$ cat config.mk
export PLATFORM = sky130hd
export DESIGN_NAME = alu_issue_ctrl_flat
export DESIGN_NICKNAME = d
export VERILOG_FILES = /design/src/rtl/alu_issue_if.sv /design/src/rtl/alu_issue_ctrl.sv /design/src/flat_wrapper.sv
export SDC_FILE = /design/constraint.sdc
export NUM_CORES = 1
export LEC_CHECK = 0
export ABC_AREA = 1
export CORE_ASPECT_RATIO = 0.5
export CORE_UTILIZATION = 52
export CTS_CLUSTER_DIAMETER = 200
export DETAILED_ROUTE_END_ITERATION = 8
export PLACE_DENSITY_LB_ADDON = 0.15
export REMOVE_ABC_BUFFERS = 1
export SETUP_SLACK_MARGIN = 0.2
export SYNTH_ARGS = -nofsm -noshare
export SYNTH_HDL_FRONTEND = slang
export SYNTH_SLANG_ARGS = --single-unit
$ cat constraint.sdc
create_clock -name clk -period 1.55 [get_ports clk]
set_clock_uncertainty 0.1 [all_clocks]
set_input_delay 0.155 -clock clk [delete_from_list [all_inputs] [get_ports clk]]
set_output_delay 0.155 -clock clk [all_outputs]
set_load 0.005 [all_outputs]
$ cat src/rtl/alu_issue_if.sv
// Instruction handshake, ALU operand/select bus and status signals shared
// between alu_issue_ctrl (master) and the CPU sequencer plus ALU (slave).
interface alu_issue_if #(
   parameter int DATA_W = 8
);
   logic              instr_valid;
   logic              instr_ready;
   logic [19:0]       instr;
   logic [DATA_W-1:0] alu_a;
   logic [DATA_W-1:0] alu_b;
   logic [3:0]        alu_sel;
   logic [DATA_W-1:0] alu_out;
   logic              alu_carry;
   logic              done;
   logic              err;
   logic              flag_c;
   logic              flag_z;

   modport master (
      input  instr_valid, instr, alu_out, alu_carry,
      output instr_ready, alu_a, alu_b, alu_sel, done, err, flag_c, flag_z
   );

   modport slave (
      output instr_valid, instr, alu_out, alu_carry,
      input  instr_ready, alu_a, alu_b, alu_sel, done, err, flag_c, flag_z
   );
endinterface

$ cat src/rtl/alu_issue_ctrl.sv
// ALU issue controller: decodes one instruction per handshake, drives the
// external ALU from a 4-entry register file and writes the result back.
// Optional macro ALU_ISSUE_PIPE_EN: also accept a new instruction in WB,
// giving one instruction per 2 cycles instead of one per 3.
module alu_issue_ctrl #(
   parameter int DATA_W = 8,
   parameter int NREG   = 4
) (
   input  logic              clk,
   input  logic              rst_n,
   alu_issue_if.master       bus,
   input  logic [1:0]        dbg_addr,
   output logic [DATA_W-1:0] dbg_data
);

   typedef enum logic [1:0] {ST_IDLE, ST_ISSUE, ST_WB} state_t;

   localparam logic [3:0] OP_ADD        = 4'd0;
   localparam logic [3:0] OP_DIV        = 4'd3;
   localparam logic [3:0] OP_LAST_LEGAL = 4'd13;

   state_t            r_state;
   state_t            w_state_nxt;
   logic [DATA_W-1:0] r_regs [NREG];
   logic [DATA_W-1:0] r_alu_a;
   logic [DATA_W-1:0] r_alu_b;
   logic [3:0]        r_alu_sel;     // doubles as the latched opcode
   logic [1:0]        r_rd;
   logic              r_wb_ok;       // result of the retire decision at E1
   logic              r_flag_c;
   logic              r_flag_z;

   // Instruction field decode
   logic [3:0]        w_op;
   logic [1:0]        w_rd;
   logic [1:0]        w_rs1;
   logic [1:0]        w_rs2;
   logic              w_use_imm;
   logic [DATA_W-1:0] w_imm;
   logic              w_unused_bit;
   logic              w_ready;
   logic              w_accept;
   logic              w_write_ok;

   assign w_op         = bus.instr[19:16];
   assign w_rd         = bus.instr[15:14];
   assign w_rs1        = bus.instr[13:12];
   assign w_use_imm    = bus.instr[11];
   assign w_unused_bit = bus.instr[10];
   assign w_rs2        = bus.instr[9:8];
   assign w_imm        = bus.instr[7:0];

`ifdef ALU_ISSUE_PIPE_EN
   assign w_ready = (r_state == ST_IDLE) || (r_state == ST_WB);
`else
   assign w_ready = (r_state == ST_IDLE);
`endif
   assign w_accept = bus.instr_valid && w_ready;

   // Retire with writeback only for legal ops that are not a divide by zero
   assign w_write_ok = (r_alu_sel <= OP_LAST_LEGAL) &&
                       !((r_alu_sel == OP_DIV) && (r_alu_b == '0));

   // State register
   // NOTE: clocked state uses non-blocking assignments so every flop samples
   // pre-edge values; blocking here would create order-dependent races.
   always_ff @(posedge clk or negedge rst_n) begin
      if (!rst_n) r_state <= ST_IDLE;
      else        r_state <= w_state_nxt;
   end

   // Next-state and retire pulses
   always_comb begin
      // NOTE: every output gets a default first so no path leaves it
      // unassigned, which would otherwise infer a latch.
      w_state_nxt = r_state;
      bus.done    = 1'b0;
      bus.err     = 1'b0;
      case (r_state)
         ST_IDLE:  if (w_accept) w_state_nxt = ST_ISSUE;
         ST_ISSUE: w_state_nxt = ST_WB;
         ST_WB: begin
            bus.done    = r_wb_ok;
            bus.err     = !r_wb_ok;
            w_state_nxt = w_accept ? ST_ISSUE : ST_IDLE;
         end
         default:  w_state_nxt = ST_IDLE;
      endcase
   end

   // Operand capture at E0, writeback and flag update at E1
   always_ff @(posedge clk or negedge rst_n) begin
      if (!rst_n) begin
         // NOTE: the register file is only four words and must read zero
         // after reset, so it is cleared here like ordinary flops.
         for (int i = 0; i < NREG; i++) r_regs[i] <= '0;
         r_alu_a   <= '0;
         r_alu_b   <= '0;
         r_alu_sel <= 4'b0000;
         r_rd      <= 2'd0;
         r_wb_ok   <= 1'b0;
         r_flag_c  <= 1'b0;
         r_flag_z  <= 1'b0;
      end else begin
         if (w_accept) begin
            r_alu_a   <= r_regs[w_rs1];
            r_alu_b   <= w_use_imm ? w_imm : r_regs[w_rs2];
            r_alu_sel <= w_op;
            r_rd      <= w_rd;
         end
         if (r_state == ST_ISSUE) begin
            r_wb_ok <= w_write_ok;
            if (w_write_ok) begin
               r_regs[r_rd] <= bus.alu_out;
               r_flag_z     <= (bus.alu_out == '0);
               if (r_alu_sel == OP_ADD) r_flag_c <= bus.alu_carry;
            end
         end
      end
   end

   assign bus.instr_ready = w_ready;
   assign bus.alu_a       = r_alu_a;
   assign bus.alu_b       = r_alu_b;
   assign bus.alu_sel     = r_alu_sel;
   assign bus.flag_c      = r_flag_c;
   assign bus.flag_z      = r_flag_z;
   assign dbg_data        = r_regs[dbg_addr];

endmodule

$ cat src/flat_wrapper.sv
// flat-port wrapper written by rule: the top's interface ports become plain ports
module alu_issue_ctrl_flat 
#(
   parameter int DATA_W = 8,
   parameter int NREG   = 4
)
  (clk, rst_n, dbg_addr, dbg_data, bus_instr_valid, bus_instr, bus_alu_out, bus_alu_carry, bus_instr_ready, bus_alu_a, bus_alu_b, bus_alu_sel, bus_done, bus_err, bus_flag_c, bus_flag_z);
  alu_issue_if #(.DATA_W(DATA_W)) bus_i ();
  input  logic clk;
  input  logic rst_n;
  input  logic [1:0] dbg_addr;
  output logic [DATA_W-1:0] dbg_data;
  input wire logic [$bits(bus_i.instr_valid)-1:0] bus_instr_valid;
  input wire logic [$bits(bus_i.instr)-1:0] bus_instr;
  input wire logic [$bits(bus_i.alu_out)-1:0] bus_alu_out;
  input wire logic [$bits(bus_i.alu_carry)-1:0] bus_alu_carry;
  output wire logic [$bits(bus_i.instr_ready)-1:0] bus_instr_ready;
  output wire logic [$bits(bus_i.alu_a)-1:0] bus_alu_a;
  output wire logic [$bits(bus_i.alu_b)-1:0] bus_alu_b;
  output wire logic [$bits(bus_i.alu_sel)-1:0] bus_alu_sel;
  output wire logic [$bits(bus_i.done)-1:0] bus_done;
  output wire logic [$bits(bus_i.err)-1:0] bus_err;
  output wire logic [$bits(bus_i.flag_c)-1:0] bus_flag_c;
  output wire logic [$bits(bus_i.flag_z)-1:0] bus_flag_z;
  assign bus_i.instr_valid = bus_instr_valid;
  assign bus_i.instr = bus_instr;
  assign bus_i.alu_out = bus_alu_out;
  assign bus_i.alu_carry = bus_alu_carry;
  assign bus_instr_ready = bus_i.instr_ready;
  assign bus_alu_a = bus_i.alu_a;
  assign bus_alu_b = bus_i.alu_b;
  assign bus_alu_sel = bus_i.alu_sel;
  assign bus_done = bus_i.done;
  assign bus_err = bus_i.err;
  assign bus_flag_c = bus_i.flag_c;
  assign bus_flag_z = bus_i.flag_z;
  alu_issue_ctrl #(.DATA_W(DATA_W), .NREG(NREG)) u_core (.clk(clk), .rst_n(rst_n), .bus(bus_i), .dbg_addr(dbg_addr), .dbg_data(dbg_data));
endmodule
-- Word level (Yosys, flattened, before mapping)
Index checks and enable logic that the tools add are counted.
W data, S select, Z words.
- input bits: 34
- bits in latches: 0
- bits in writable memories: 0
- register bits: 59
- output and inout bits: 33
- bits in read-only memories: 0
- memories: 0
- order comparisons: 6
- equal/unequal tests: 4
- bitwise operators: 4
- mux-type cells: 18
- multiply operators: 0
- div/mod/pow operators: 0
- reduce and logical (&&, ||, !) cells: 12
- add/sub/neg operators: 0
- shifts and indexed selects: 0
- operators with widths (cell ; count):
    $mux W8 ; 8
    $bmux W8 S2 ; 3
    $bwmux W32 ; 1
    $demux W8 S2 ; 1
    $logic_not A8 Y1 ; 2
    $ge A3 B3 Y1 const B ; 4
    $not A2 Y3 ; 4
    $pmux W2 S3 ; 1
    $eq A4 B2 Y1 const B ; 1
    $le A4 B4 Y1 const B ; 1
    $logic_and A1 B1 Y1 ; 4
    $logic_not A4 Y1 ; 1
    $lt A3 B1 Y1 const B ; 1
    $mux W1 ; 3
    $reduce_and A3 Y1 ; 1
    $eq A2 B1 Y1 const B ; 1
    $eq A2 B2 Y1 const B ; 1
    $logic_not A1 Y1 ; 2
    $logic_not A2 Y1 ; 1
    $mux W2 ; 1
    $ne A2 B2 Y1 const B ; 1
    $reduce_and A2 Y1 ; 1

-- Longest topological paths before layout
- depth after elaboration: 6
- mapped depth: 8
- mapped depth without buffers: 8

-- Least setup slack after synthesis
No wires, ideal clock.
- path type: reg2reg
- from: register u_core.r_alu_sel[3], in the netlist u_core.bus.alu_sel[3]
- to: register u_core.r_regs[0] (netlist bit)
- arrival: 1.090 ns
- buffers on the path: 1
- library setup time: 0.118 ns
- stages on the path, launching flop included: 8
- setup slack: 0.242 ns
- path through: dfrtp_1 -> nor2_1 -> nand2_1 -> nor2_2 -> nand2_4 -> buf_6 -> nand4_1 -> nand2_1
- longest elaborated chain between the ends: 5
- elaborated cells between the ends (all ways): 6
- those cells by class: 1 x order compare; 1 x eq/ne; 4 x reduce/logical
- RTL lines (element ; RTL line ; text):
    from (decl) ; alu_issue_ctrl.sv:27 ; logic [3:0] r_alu_sel;
    from (signal assigned) ; alu_issue_ctrl.sv:108 ; r_alu_sel <= w_op;
    parallel branches: the longest is 3 deep, another holds $le A4 B4 Y1 ; n/a ;
    $logic_and A1 B1 Y1 * ; alu_issue_ctrl.sv:61 ; assign w_write_ok = (r_alu_sel <= OP_LAST_LEGAL) &&
    $reduce_and A2 Y1 (no source line) * ; n/a ;
    to (signal, indexed assignment) ; alu_issue_ctrl.sv:114 ; r_regs[r_rd] <= bus.alu_out;
    to (decl) ; alu_issue_ctrl.sv:24 ; logic [DATA_W-1:0] r_regs [NREG];
Every way passes the cells marked *.
A chain may end at the register's enable or synchronous reset.

-- Worst setup path after layout
- from: register u_core.r_state[0]
- to: register u_core.r_alu_b[5], in the netlist u_core.bus.alu_b[5]
- longest elaborated chain between the ends: 2
- RTL lines (element ; RTL line ; text):
    from (decl) ; alu_issue_ctrl.sv:22 ; state_t r_state;
    from (signal assigned) ; alu_issue_ctrl.sv:69 ; else r_state <= w_state_nxt;
    $logic_not A2 Y1 ; alu_issue_ctrl.sv:56 ; assign w_ready = (r_state == ST_IDLE);
    $logic_and A1 B1 Y1 ; alu_issue_ctrl.sv:58 ; assign w_accept = bus.instr_valid && w_ready;
    to (signal assigned) ; alu_issue_ctrl.sv:107 ; r_alu_b <= w_use_imm ? w_imm : r_regs[w_rs2];
    to (decl) ; alu_issue_ctrl.sv:26 ; logic [DATA_W-1:0] r_alu_b;
Every way passes these cells.

==> summary.md <==
### Worst setup path
- 1.63 ns — CP Data Required Time
- buf_6, nor2_4, nand2_4, buf_8, a21oi_4, a22oi_2 — Critical Path, Cell by Cell
- register to register — classification of the worst setup path
- sky130_fd_sc_hd__dfrtp_2 — highest-delay cell along the critical path
- register — Startpoint Class
- 1.91 ns — signal arrival time at the worst endpoint
- 2 — buffers and inverters on the worst path
- 0.43 ns — largest stage delay on the critical path
- 5 — largest fanout on the critical path
- register — critical path endpoint category
- flip-flops — Top Family by Delay on Critical Path
- -0.28 ns — Worst R2R Setup Slack

### Synthesis
- 26 — number of different library cells in the post-synthesis netlist
- 7.51 um^2 — synthesized area divided by synthesized cell count
- 0 — number of warnings printed during yosys synthesis
- 1.00 — share of flip-flops with an asynchronous set or reset
- 59 — Yosys reg bits
- sky130_fd_sc_hd__dfrtp_1 (45%), sky130_fd_sc_hd__nand2_1 (13%), sky130_fd_sc_hd__nor2_1 (8.7%) — dominant cells by area after synthesis
- sky130_fd_sc_hd__dfrtp_1 — top cell type by total area after synthesis
- 0.450 — sequential cell area fraction in the yosys report
- sky130_fd_sc_hd__dfrtp_1 — prevailing post-synth register cell
- 437 — number of standard cells after synthesis
- 0 — Post-synth EDFFs
- 0.450 — proportion of netlist area held by the largest area contributor
- 0.00328 mm^2 — post-synthesis cell area

### STA
- -0.280 ns — final worst-path setup slack
- 0.547 GHz — Max Fclk
- true — setup repair after global routing missed its margin
- 1.83 ns — min cycle time layout
- 0.281 ns — worst hold slack across all endpoints
- 0 — number of failing hold endpoints at the final stage
- 0 — max-slew violation count
- 0.403 ns — transition at the pin with the smallest max-transition slack
- 58 — Finish-stage setup viols
- 0.731 — worst slew margin relative to its limit
- 1.18 — fin crit share

### Floorplan
- 0.540 — starting utilization of the core area
- 58.2 um — Die Y-Extent
- 114 um — Horiz. Die Dim
- 67 — number of placed I/O pins
- 20 — row cnt
- 0.00665 mm^2 — die area
- 0.00608 mm^2 — core outline area

### Detailed routing
- 1,075 — number of violations reported at the end of detailed-routing iteration 0
- 25.0 um — WL per Instance
- 6740 um — met2 wire len
- 9 — DR pass1 iterations
- 0 — Antenna Nets Post-Route
- met4 — highest layer used for signal routing
- 6.76 — Vias per Instance
- 17,000 um — total routed wirelength
- 3270 um — total met3 wirelength after detailed routing
- 6030 um — post-route met1 wirelength
- 4,604 — via count of the routed design
- 20 — drt drc

### Clock tree
- 2 — maximum buffer depth of the clock tree
- 9 — CTS Buf Count
- 0.05 ns — Worst-path clk slew
- 0.34 ns — clock latency on the worst-skew pair
- 59 — clock tree sinks
- 3 — CTS H-Tree Depth
- sky130_fd_sc_hd__clkbuf_16 — Clock Tree Root
- done — clock tree from TritonCTS

### Finish
- sky130_fd_sc_hd__nand2_1 — leading cell type in the layout, fill and taps excluded
- 229 — # fillers
- 623 — # nets final
- 681 — post-route non-filler standard cell count
- sky130_fd_sc_hd__nand2_1 (96), sky130_fd_sc_hd__buf_4 (65), sky130_fd_sc_hd__dfrtp_1 (57) — most used cells in the layout excluding fill and tap cells
- 0 — number of antenna cells inserted
- 0.368 — layout cell share with drive strength beyond 1
- 0.904 — final core utilization
- 67.4% — post-synthesis to final-layout area growth
- 0.00201 mm^2 — area used by multi-input combinational logic
- 0.00148 mm^2 — area of all sequential standard cells

### Worst hold path
- input pin to asynchronous set/reset pin — path category of the worst min-delay check

### Placement
- 65 — I/O Buffers
- 0.885 — gp weighted congestion
- 628 — number of cells after detailed placement
- 7360 um — post-detail-place hpwl

### Global route
- 3,499 — vias in the first global route
- 60 — maximum number of pins on one net before global-route repair
- 0 — antenna violations before repair
- 18,000 um — wire length of the first global-routing pass
- 0 — overflow left after global routing
- 0.367 — total routing resource utilization after global routing

### Pwr
- 0.417 — share of total power consumed by net switching
- 0.210 — clock network fraction of total power
- 0.00529 W — Int Pwr
- 0.309 — fraction of power consumed by sequential logic
- 2.55 nW — leakage power of the design
- 0.000953 V — maximum resistive drop on vdd
- 0.00379 W — power spent charging and discharging nets
- 1650 mW/mm^2 — power per cell area
- 0.481 — Gate power share

### Job
- 0 — max-cap violation count

### Status
- finished, violations left — status
- DRC, setup timing — failing checks

## power by group through the flow
stage / Sequential [W] / Combinational [W] / Clock, W
after global placement: 0.00265 / 0.00292 / 0
after global routing: 0.00279 / 0.00450 / 0.00196
final: 0.00281 / 0.00437 / 0.00191
after CTS: 0.00261 / 0.00319 / 0.00186
after floorplan: 0.00266 / 0.00118 / 0
after detailed placement: 0.00267 / 0.00299 / 0
## synthesized netlist by cell type (5+ instances only)
master / count
sky130_fd_sc_hd__nor2_2: 5
sky130_fd_sc_hd__inv_1: 14
sky130_fd_sc_hd__nand4_1: 34
sky130_fd_sc_hd__buf_2: 11
sky130_fd_sc_hd__a21oi_1: 20
sky130_fd_sc_hd__nor2_1: 76
sky130_fd_sc_hd__o22ai_1: 8
sky130_fd_sc_hd__nand3_1: 25
sky130_fd_sc_hd__o21ai_0: 32
sky130_fd_sc_hd__o21ai_1: 7
sky130_fd_sc_hd__inv_2: 6
sky130_fd_sc_hd__dfrtp_1: 59
sky130_fd_sc_hd__nand2_1: 115
## routing by layer
metal,track usage,up-vias
met5,0,-
met4,0.0853,0
met3,0.158,158
met2,0.552,563
met1,0.494,2093
li1,-,1790
## state kept, by name, summed over array words and instances, names as in the netlist
name / count
u_core.bus.flag_c: 1
u_core.r_rd: 2
u_core.bus.alu_a: 8
u_core.bus.flag_z: 1
u_core.r_wb_ok: 1
u_core.bus.alu_sel: 4
u_core.bus.alu_b: 8
u_core.r_state: 2
u_core.r_regs: 32
## through the flow
stage | TNS [ns] | total power (W) | area, um^2 | worst slack [ns]
floorplan | 0 | 0.00384 | 3130 | 0.172
global placement | -2.99 | 0.00557 | 4380 | -0.401
detailed placement | -3.21 | 0.00566 | 4380 | -0.445
CTS | 0 | 0.00766 | 4920 | 0.0168
global route | -5.78 | 0.00926 | 5500 | -0.255
finish | -4.21 | 0.00908 | 5500 | -0.280
## logic make-up (layout without fill, tap and decap cells)
logic type | count (synthesis) | in the layout | synth area share
AOI/OAI and AO/OA | 71 | 71 | 0.114
buffers and inverters | 42 | 196 | 0.0755
DFF | 59 | 59 | 0.450
and+or+nand+nor | 265 | 267 | 0.361
## worst reg2reg max path: cells and delay by family (launching register included)
kind	cells	cell delay, ns
buffers and inverters	2	0.33
AO/OA/AOI/OAI	2	0.40
AND/OR/NAND/NOR	2	0.42
flip-flops	1	0.43
## final timing paths
| check | endpoint | depth (start not counted) | start |
|---|---|---|---|
| max in group asynchronous | u_core.r_regs[22]$_DFFE_PN0P_ | 3 | rst_n |
| min in group clk | u_core.r_rd[0]$_DFFE_PN0P_ | 3 | bus_instr[14] |
| worst max register to register | u_core.bus.alu_b[5]$_DFFE_PN0P_ | 6 | u_core.r_state[0]$_DFFE_PN0P_ |
| worst min-delay path | u_core.bus.alu_b[2]$_DFFE_PN0P_ | 3 | rst_n |
| worst min register to register | u_core.bus.flag_z$_DFFE_PN0P_ | 2 | u_core.bus.flag_z$_DFFE_PN0P_ |
| worst max-delay path | u_core.bus.alu_b[5]$_DFFE_PN0P_ | 6 | u_core.r_state[0]$_DFFE_PN0P_ |
## cell type report
type	instances	area share
Timing Repair Buffer	158	0.272
Tap cell	88	0.0200
Clock buffer	13	0.0492
Timing Repair inverter	1	0.00159
Clock inverter	2	0.00182
Multi-Input combinational cell	338	0.366
Inverter	22	0.0200
Sequential cell	59	0.269
## repair_timing
action,4_1_cts,5_1_grt
cloned,4,5
setup buffers,20,8
endpoints found under the hold margin,59,0
hold buffers,1,0
pin swaps,26,38
resized for setup,108,128
setup endpoints to repair,68,73
No activity file was read; power rests on OpenSTA's default activity.
